$ cat src/rtl/debug_pkg.sv
// Shared definitions for the debug output path: arbiter state encoding,
// header tag and the ASCII command bytes understood by the debug unit.
package debug_pkg;

  // Arbiter state encoding (HDR is only reachable with ARB_HEADER_EN).
  localparam logic [1:0] ARB_IDLE  = 2'd0;
  localparam logic [1:0] ARB_HDR   = 2'd1;
  localparam logic [1:0] ARB_GRANT = 2'd2;

  typedef enum logic [1:0] {
    ST_IDLE  = ARB_IDLE,
    ST_HDR   = ARB_HDR,
    ST_GRANT = ARB_GRANT
  } arb_state_e;

  // Upper nibble of the packet header byte; lower nibble carries the grantee.
  localparam logic [3:0] ARB_HDR_TAG = 4'hA;

  // ASCII commands shared with the debug unit.
  localparam logic [7:0] DBG_CMD_PIPE   = 8'h50;  // 'P' pipeline dump
  localparam logic [7:0] DBG_CMD_REGS   = 8'h52;  // 'R' register-file dump
  localparam logic [7:0] DBG_CMD_MEM    = 8'h4D;  // 'M' memory dump
  localparam logic [7:0] DBG_CMD_HALT   = 8'h48;  // 'H' halt core
  localparam logic [7:0] DBG_CMD_RESUME = 8'h47;  // 'G' resume core
  localparam logic [7:0] DBG_CHAR_CR    = 8'h0D;
  localparam logic [7:0] DBG_CHAR_LF    = 8'h0A;

endpackage

$ cat src/rtl/rr_pick.sv
// Combinational round-robin priority picker: returns the first set request
// strictly after 'last', wrapping modulo N. Also used by the memory-port
// arbiter, so it carries no state of its own.
module rr_pick #(
  parameter int N  = 2,
  parameter int IW = $clog2(N)
) (
  input  logic [N-1:0]  req,
  input  logic [IW-1:0] last,
  output logic [IW-1:0] winner,
  output logic          any_req
);

  int   idx;
  logic found;

  // Scan N positions starting one past the previous winner.
  always_comb begin
    // NOTE: every variable written here gets a value before any branch,
    // otherwise a path that skips the assignment infers a latch.
    winner  = last;
    any_req = |req;
    found   = 1'b0;
    idx     = 0;
    for (int off = 1; off <= N; off++) begin
      idx = (int'(last) + off) % N;
      if (!found && req[idx[IW-1:0]]) begin
        winner = idx[IW-1:0];
        found  = 1'b1;
      end
    end
  end

endmodule

$ cat src/rtl/uart_tx_arbiter.sv
// Packet-locked round-robin arbiter sharing the UART TX FIFO write port
// between NUM_REQ byte-stream requesters. A grant lasts until a byte flagged
// last transfers or the stall watchdog revokes it.
// Optional feature: define ARB_HEADER_EN to prefix every packet with a header
// byte {ARB_HDR_TAG, grantee}; DATA_W must then be 8.
module uart_tx_arbiter
  import debug_pkg::*;
#(
  parameter int NUM_REQ        = 2,
  parameter int DATA_W         = 8,
  parameter int TIMEOUT_CYCLES = 1024,
  parameter int ID_W           = $clog2(NUM_REQ),
  parameter int CNT_W          = $clog2(TIMEOUT_CYCLES + 1)
) (
  input  logic                      clock,
  input  logic                      resetN,
  input  logic [NUM_REQ-1:0]        reqValid,
  input  logic [NUM_REQ*DATA_W-1:0] reqData,
  input  logic [NUM_REQ-1:0]        reqLast,
  output logic [NUM_REQ-1:0]        reqReady,
  input  logic                      fifoFull,
  output logic                      fifoWrite,
  output logic [DATA_W-1:0]         fifoData,
  output logic [ID_W-1:0]           grantId,
  output logic                      busy,
  output logic                      timeoutErr
);

  localparam logic [CNT_W-1:0] STALL_LIMIT = CNT_W'(TIMEOUT_CYCLES - 1);

  arb_state_e       state, state_next;
  logic [ID_W-1:0]  grant_next;
  logic [ID_W-1:0]  last_grant, last_grant_next;
  logic [CNT_W-1:0] stall_cnt, stall_cnt_next;

  logic [ID_W-1:0]   pick_id;
  logic              pick_any;
  logic              lane_valid;
  logic              lane_last;
  logic [DATA_W-1:0] lane_data;

  rr_pick #(
    .N  (NUM_REQ),
    .IW (ID_W)
  ) u_rr_pick (
    .req     (reqValid),
    .last    (last_grant),
    .winner  (pick_id),
    .any_req (pick_any)
  );

  // Lane of the current grantee.
  always_comb begin
    lane_valid = reqValid[grantId];
    lane_last  = reqLast[grantId];
    lane_data  = reqData[grantId*DATA_W +: DATA_W];
  end

  // State register, grantee, round-robin pointer and stall counter.
  always_ff @(posedge clock or negedge resetN) begin
    // NOTE: state updates use non-blocking assignments so every register
    // samples the pre-edge values, independent of statement order.
    if (!resetN) begin
      state      <= ST_IDLE;
      grantId    <= '0;
      last_grant <= ID_W'(NUM_REQ - 1);
      stall_cnt  <= '0;
    end else begin
      state      <= state_next;
      grantId    <= grant_next;
      last_grant <= last_grant_next;
      stall_cnt  <= stall_cnt_next;
    end
  end

  // Next-state logic and all port outputs.
  always_comb begin
    state_next      = state;
    grant_next      = grantId;
    last_grant_next = last_grant;
    stall_cnt_next  = stall_cnt;
    reqReady        = '0;
    fifoWrite       = 1'b0;
    fifoData        = '0;
    timeoutErr      = 1'b0;
    busy            = (state != ST_IDLE);

    case (state)
      ST_IDLE: begin
        stall_cnt_next = '0;
        if (pick_any) begin
          grant_next = pick_id;
`ifdef ARB_HEADER_EN
          state_next = ST_HDR;
`else
          state_next = ST_GRANT;
`endif
        end
      end

`ifdef ARB_HEADER_EN
      ST_HDR: begin
        // Header waits on the FIFO as long as needed; watchdog stays idle.
        stall_cnt_next = '0;
        fifoWrite      = !fifoFull;
        if (!fifoFull) begin
          fifoData   = DATA_W'({ARB_HDR_TAG, 4'(grantId)});
          state_next = ST_GRANT;
        end
      end
`endif

      ST_GRANT: begin
        reqReady[grantId] = !fifoFull;
        fifoWrite         = lane_valid && !fifoFull;
        if (lane_valid && !fifoFull) begin
          fifoData       = lane_data;
          stall_cnt_next = '0;
          if (lane_last) begin
            state_next      = ST_IDLE;
            last_grant_next = grantId;
          end
        end else if (!fifoFull) begin
          // Requester stalled while the FIFO could take data.
          if (stall_cnt == STALL_LIMIT) begin
            timeoutErr      = 1'b1;
            state_next      = ST_IDLE;
            last_grant_next = grantId;
            stall_cnt_next  = '0;
          end else begin
            stall_cnt_next = stall_cnt + CNT_W'(1);
          end
        end
      end

      default: state_next = ST_IDLE;
    endcase
  end

endmodule

$ cat config.mk
export PLATFORM = sky130hd
export DESIGN_NAME = uart_tx_arbiter
export DESIGN_NICKNAME = d
export VERILOG_FILES = /design/src/rtl/debug_pkg.sv /design/src/rtl/rr_pick.sv /design/src/rtl/uart_tx_arbiter.sv
export SDC_FILE = /design/constraint.sdc
export NUM_CORES = 1
export LEC_CHECK = 0
export CAP_MARGIN = 40
export CORE_UTILIZATION = 32
export DETAILED_ROUTE_END_ITERATION = 7
export PLACE_DENSITY = 0.7
export SLEW_MARGIN = 20
export SYNTH_ARGS = -nofsm -noshare
export SYNTH_HDL_FRONTEND = slang
export SYNTH_SLANG_ARGS = --single-unit
$ cat constraint.sdc
create_clock -name clock -period 1.8 [get_ports clock]
set_clock_uncertainty 0.1 [all_clocks]
set_input_delay 0.36 -clock clock [delete_from_list [all_inputs] [get_ports clock]]
set_output_delay 0.36 -clock clock [all_outputs]
set_load 0.01 [all_outputs]
[Word level (Yosys, flattened, before mapping)]
Index checks and enable logic that the tools add are counted.
Word-level totals
  register bits: 15
  bits in latches: 0
  memory bits (writable): 0
  ROM bits: 0
  input port bits: 23
  memories: 0
Cells by class
  add/sub/neg operators: 3
  multipliers: 0
  div/mod/pow operators: 0
  order comparisons: 4
  eq/ne operators: 8
  shifts and indexed selects: 1
  multiplexer cells: 35
  bitwise operators: 1
  reduce and logical (&&, ||, !) cells: 14
Operators by type and width (count)
  $mux W11: 3
  $pmux W11 S2: 1
  $mux W1: 21
  $mux W8: 2
  $shiftx A16 B5 Y8: 1
  $mux W2: 6
  $add A11 B1 Y11 const B: 1
  $eq A11 B10 Y1 const B: 1
  $ne A3 B3 Y1 const B: 3
  $reduce_and A4 Y1: 2
  $lt A1 B2 Y1 const B: 3
  $reduce_bool A2 Y1: 3
  $ne A2 B2 Y1 const B: 2
  $pmux W2 S2: 1
  $reduce_and A2 Y1: 2
  $logic_and A1 B1 Y1: 3
  $add A1 B1 Y1 const B: 2
  $and A2 B2 Y2: 1
  $eq A2 B2 Y1 const B: 1
  $logic_not A1 Y1: 2
  $logic_not A2 Y1: 1
  $ne A2 B1 Y1 const B: 1
  $reduce_or A2 Y1: 1
  $demux W1 S1: 1
  $ge A1 B1 Y1 const B: 1

[Logic depth before layout (Yosys ltp)]
  depth in word-level cells: 7
  gate-level depth with buffers: 5

[By module]
Synthesis repeated with hierarchy kept, for this count alone.
Unflattened totals
  cell total of the unflattened synthesis: 129
  area, all modules: 1091.0 µm²
Modules (own cells, without submodules)
  uart_tx_arbiter: times used 1, cells an instance 126, area an instance 1071.0 µm²
  rr_pick: times used 1, cells an instance 3, area an instance 20.0 µm²

[Worst setup path after synthesis]
No wires, ideal clock.
  kind: register to output
  start: register state[1]
  end: output port timeoutErr
  arrival time: 1.455 ns
  data required time: 1.340 ns
  path slack: -0.115 ns
  cell stages (with the launch flop): 6
  cells stage by stage: dfrtp_1 -> clkbuf_1 -> nor2b_1 -> nand2_1 -> or2_2 -> nor2_1
Between the ends
  cells in the longest elaborated chain, start to end: 2
Ends and longest elaborated chain
  start, declared: RTL line uart_tx_arbiter.sv:31  | arb_state_e state, state_next;
  start signal, assigned: RTL line uart_tx_arbiter.sv:69  | state <= state_next;
  $eq A2 B2 Y1: RTL line uart_tx_arbiter.sv:88  | case (state)
  $mux W1: RTL line uart_tx_arbiter.sv:88
  end, declared: RTL line uart_tx_arbiter.sv:26  | output logic timeoutErr
No other way between the ends.

[Worst setup path after layout]
  start: register grantId
  end: output port fifoData[6]
Between the ends
  cells in the longest elaborated chain, start to end: 5
  elaborated cells on any way between the ends: 6
  classes of those cells: 1 x shift; 4 x mux; 1 x reduce/logical
Ends and longest elaborated chain
  start, declared: RTL line uart_tx_arbiter.sv:24  | output logic [ID_W-1:0] grantId,
  start signal, assigned: RTL line uart_tx_arbiter.sv:70  | grantId <= grant_next;
  branches (longest 3 deep; another with $shiftx A16 B5 Y8)
  $mux W8 *: RTL line uart_tx_arbiter.sv:116  | if (lane_valid && !fifoFull) begin
  $mux W8 *: RTL line uart_tx_arbiter.sv:88
  end, declared: RTL line uart_tx_arbiter.sv:23  | output logic [DATA_W-1:0] fifoData,
Mark *: on every way between the ends. The select of a mux whose other input is x is not followed.

==> impl_results.md <==
* Status: finished, violations left
* Failing checks: setup timing
* Worst-skew pair later-pin latency at roughly 0.29 ns
* CTS Buf Count at 3
* Hpwl dp at 2200 um
* Sequential fraction of the synthesis area at 37.4%
* Nets at 193
* DIE HEIGHT at 56.2 um
* Post-layout min period at approximately 2.0 ns
* Power, Total at approximately 1.6 mW
* Starting density of the core at between 30% and 40%
* Share of cells above drive strength 1 at between 40% and 50%
* Final hold vios at 0
* Yosys warnings at 0
* Critical path arrival at 1.58 ns
* CP startpoint kind: flop
* Type of destination of the critical path: primary output
* Hold_buf cts at 0
* First-pass GRT wire length at 4810 um
* Cell variety after synth at 38
* Final core occ at 62.9%
* Sequential Power Share at 28.3%
* Worst R2R Setup Slack at -0.08 ns
* H-Tree Depth at 1
* IR drop worst, VDD at about 0.95 mV
* CTS tree: built
* Period utilisation layout at 114%
* Port Buffers at 36
* CORE AREA at 2780 um2
* Inserted Diodes at 0
* Pint at 1.02 mW
* Final ANT Viol Nets at 0
* F_max at just under 500 MHz
* Slew headroom at roughly four fifths
* Flops & latches, synth at 14
* Slew @ Worst Pin at around 0.27 ns
* DR pass1 iterations at 4
* Post-Place Cells at between 150 and 200
* Main synth FF type: dfrtp_1
* Die Area at around 3200 um2
* PwrDens at approximately 930 nW/um2
* Via Count at 1017
* Synth-to-layout area growth at 85.9%
* Clock Tree Buf Depth at 2
* Post-synthesis cell count at ~100
* Slew Limit Fails at 0
* Net load switching power at about 600 uW
* Fillers at between 200 and 250
* GP Congestion at 0.827
* Net Sw Frac at around 37%
* WS Path Type: flop to primary output
* DRC errors left at 0
* Dpl cell area at roughly 1600 um2
* Clock root buffer: clkbuf_4
* Max Cap Viol at 0
* LEAKAGE at between 0.7 and 0.8 nW
* Worst setup margin at -0.244 ns
* Clk pwr share at ~14%
* GRT overflow at 0
* GR Util met2 at 33.0%
* Worst path required time at ~1.3 ns
* Synth Area per Inst at about 9.2 um2
* Post-synth EDFFs at 0
* Detailed Route Iter0 Violations at 51
* Initial antenna violation count at 0
* Wire per inst at around 15 um
* # setup viols final at 13
* Total Wirelength at 2970 um
* Met1 Track Usage GR at between 20% and 30%
* Grt met3 use at between 3 and 4%
* Rows at 19
* Largest net degree at the start of global routing at 16
* Crit-path max FO at 5
* Clk sinks at 14
* RSZ-0062 raised after global routing: true
* Min-delay worst type: input port to async pin
* # IOs at 37
* Post-Layout Cell Count at between 150 and 200
* Die Width at about 56 um
* Comb pwr share at roughly 57%
* Syn Std Cell Area at ~940 um2
* GRT Util Overall at ~19%
* TNS Setup at -2.33 ns
* Vias in the first global route at between 1000 and 1500
* Fraction of registers with async set/reset at 100%
* Design Area, Final at between 1500 and 2000 um2
* Clock Pin Slew Worst Setup and Hold Paths at about 0.10 ns
* Grt peak-use layer: met2
* Post-Syn Nets at around 130
* Vias per cell at approximately 5.1
[through the flow]
step                setup WS [ns]  hold WS, ns
detailed placement         -0.794        0.427
global route               -0.293        0.289
global placement           -0.768        0.417
CTS                        -0.281        0.279
floorplan                 -0.0198      -0.0356
finish                     -0.244        0.269
[routing by layer]
metal | vias to the layer above | share of wire [%]
li1 | 507 | -
met1 | 489 | 44
met2 | 17 | 53
met3 | 4 | 2.4
met4 | 0 | 0.88
met5 | - | 0
[critical path, cell delays in order (launching register included)]
cell and delay [ns]:
dfrtp_1 0.43, mux2i_4 0.22, or3_4 0.43, nor2_4 0.11, buf_6 0.10
[worst paths after layout]
check                              from      endpoint  cells past startpoint
hold / removal                   resetN  stall_cnt[9]                      2
max in group asynchronous        resetN    last_grant                      2
setup reg to reg                grantId  stall_cnt[4]                      7
min in group clock         stall_cnt[8]  stall_cnt[8]                      1
hold reg to reg            stall_cnt[8]  stall_cnt[8]                      1
setup / recovery                grantId   fifoData[6]                      4
[cells by family after synthesis]
group | Yosys count | synth area share, %
AO/OA/AOI/OAI | 17 | 14.1
multiplexers | 12 | 14.4
adder cells (fa/ha/maj) | 1 | 1.33
XOR/XNOR | 3 | 2.79
flip-flops | 14 | 37.4
AND/OR/NAND/NOR | 48 | 26.3
buffers and inverters | 7 | 3.72
[cell usage in the layout, fill, tap and decap left out, drive strengths merged, types with 2 or more instances in the layout]
master | Yosys | final
and4 | 2 | 2
dlygate4sd2 | 0 | 5
clkbuf | 3 | 4
nand4 | 2 | 2
o21ai | 4 | 4
and2 | 3 | 3
mux2 | 2 | 2
a21oi | 2 | 2
or3 | 1 | 2
or4 | 2 | 2
a32o | 3 | 3
nand3 | 5 | 5
xor2 | 3 | 3
buf | 2 | 42
nand2b | 2 | 2
nor2 | 15 | 15
nand2 | 10 | 10
inv | 2 | 2
clkdlybuf4s50 | 0 | 19
dfrtp | 13 | 13
mux2i | 10 | 10
[sequential cells by signal, summed over array words and instances, names as in the netlist]
name,count
stall_cnt,11
state,1
grantId,1
last_grant,1
[synth_stat cells, types with 3 or more instances]
master	count	share of area (%)
a32o_1	3	3.2
dfrtp_1	13	35
clkbuf_1	3	1.2
nand2_1	10	4.0
o21ai_0	4	2.1
and2_1	3	2.0
nor2_1	15	6.0
nand3_1	4	2.1
xor2_1	3	2.8
mux2i_1	9	9.6
[power groups by stage]
stage	clock network (mW)	registers (mW)	logic, mW
floorplan	0	0.453	0.474
global placement	0	0.444	0.823
detailed placement	0	0.447	0.842
global route	0.255	0.466	1.00
finish	0.234	0.459	0.932
CTS	0.237	0.443	0.913
[layout make-up]
class	count	area (um2)	share of cell area (%)
clock buffers	4	36.3	2.07
inverters	2	7.51	0.429
multi-input cells	82	724	41.4
flip-flops and latches	14	352	20.1
well taps	31	38.8	2.22
repair buffers	66	591	33.8
[what timing repair did]
item	4_1_cts	5_1_grt
gates resized for setup	75	13
endpoints found under the setup margin	16	19
cloned	1	0
buffers inserted	4	2
pin swaps	7	4
No activity file was read; power rests on OpenSTA's default activity.
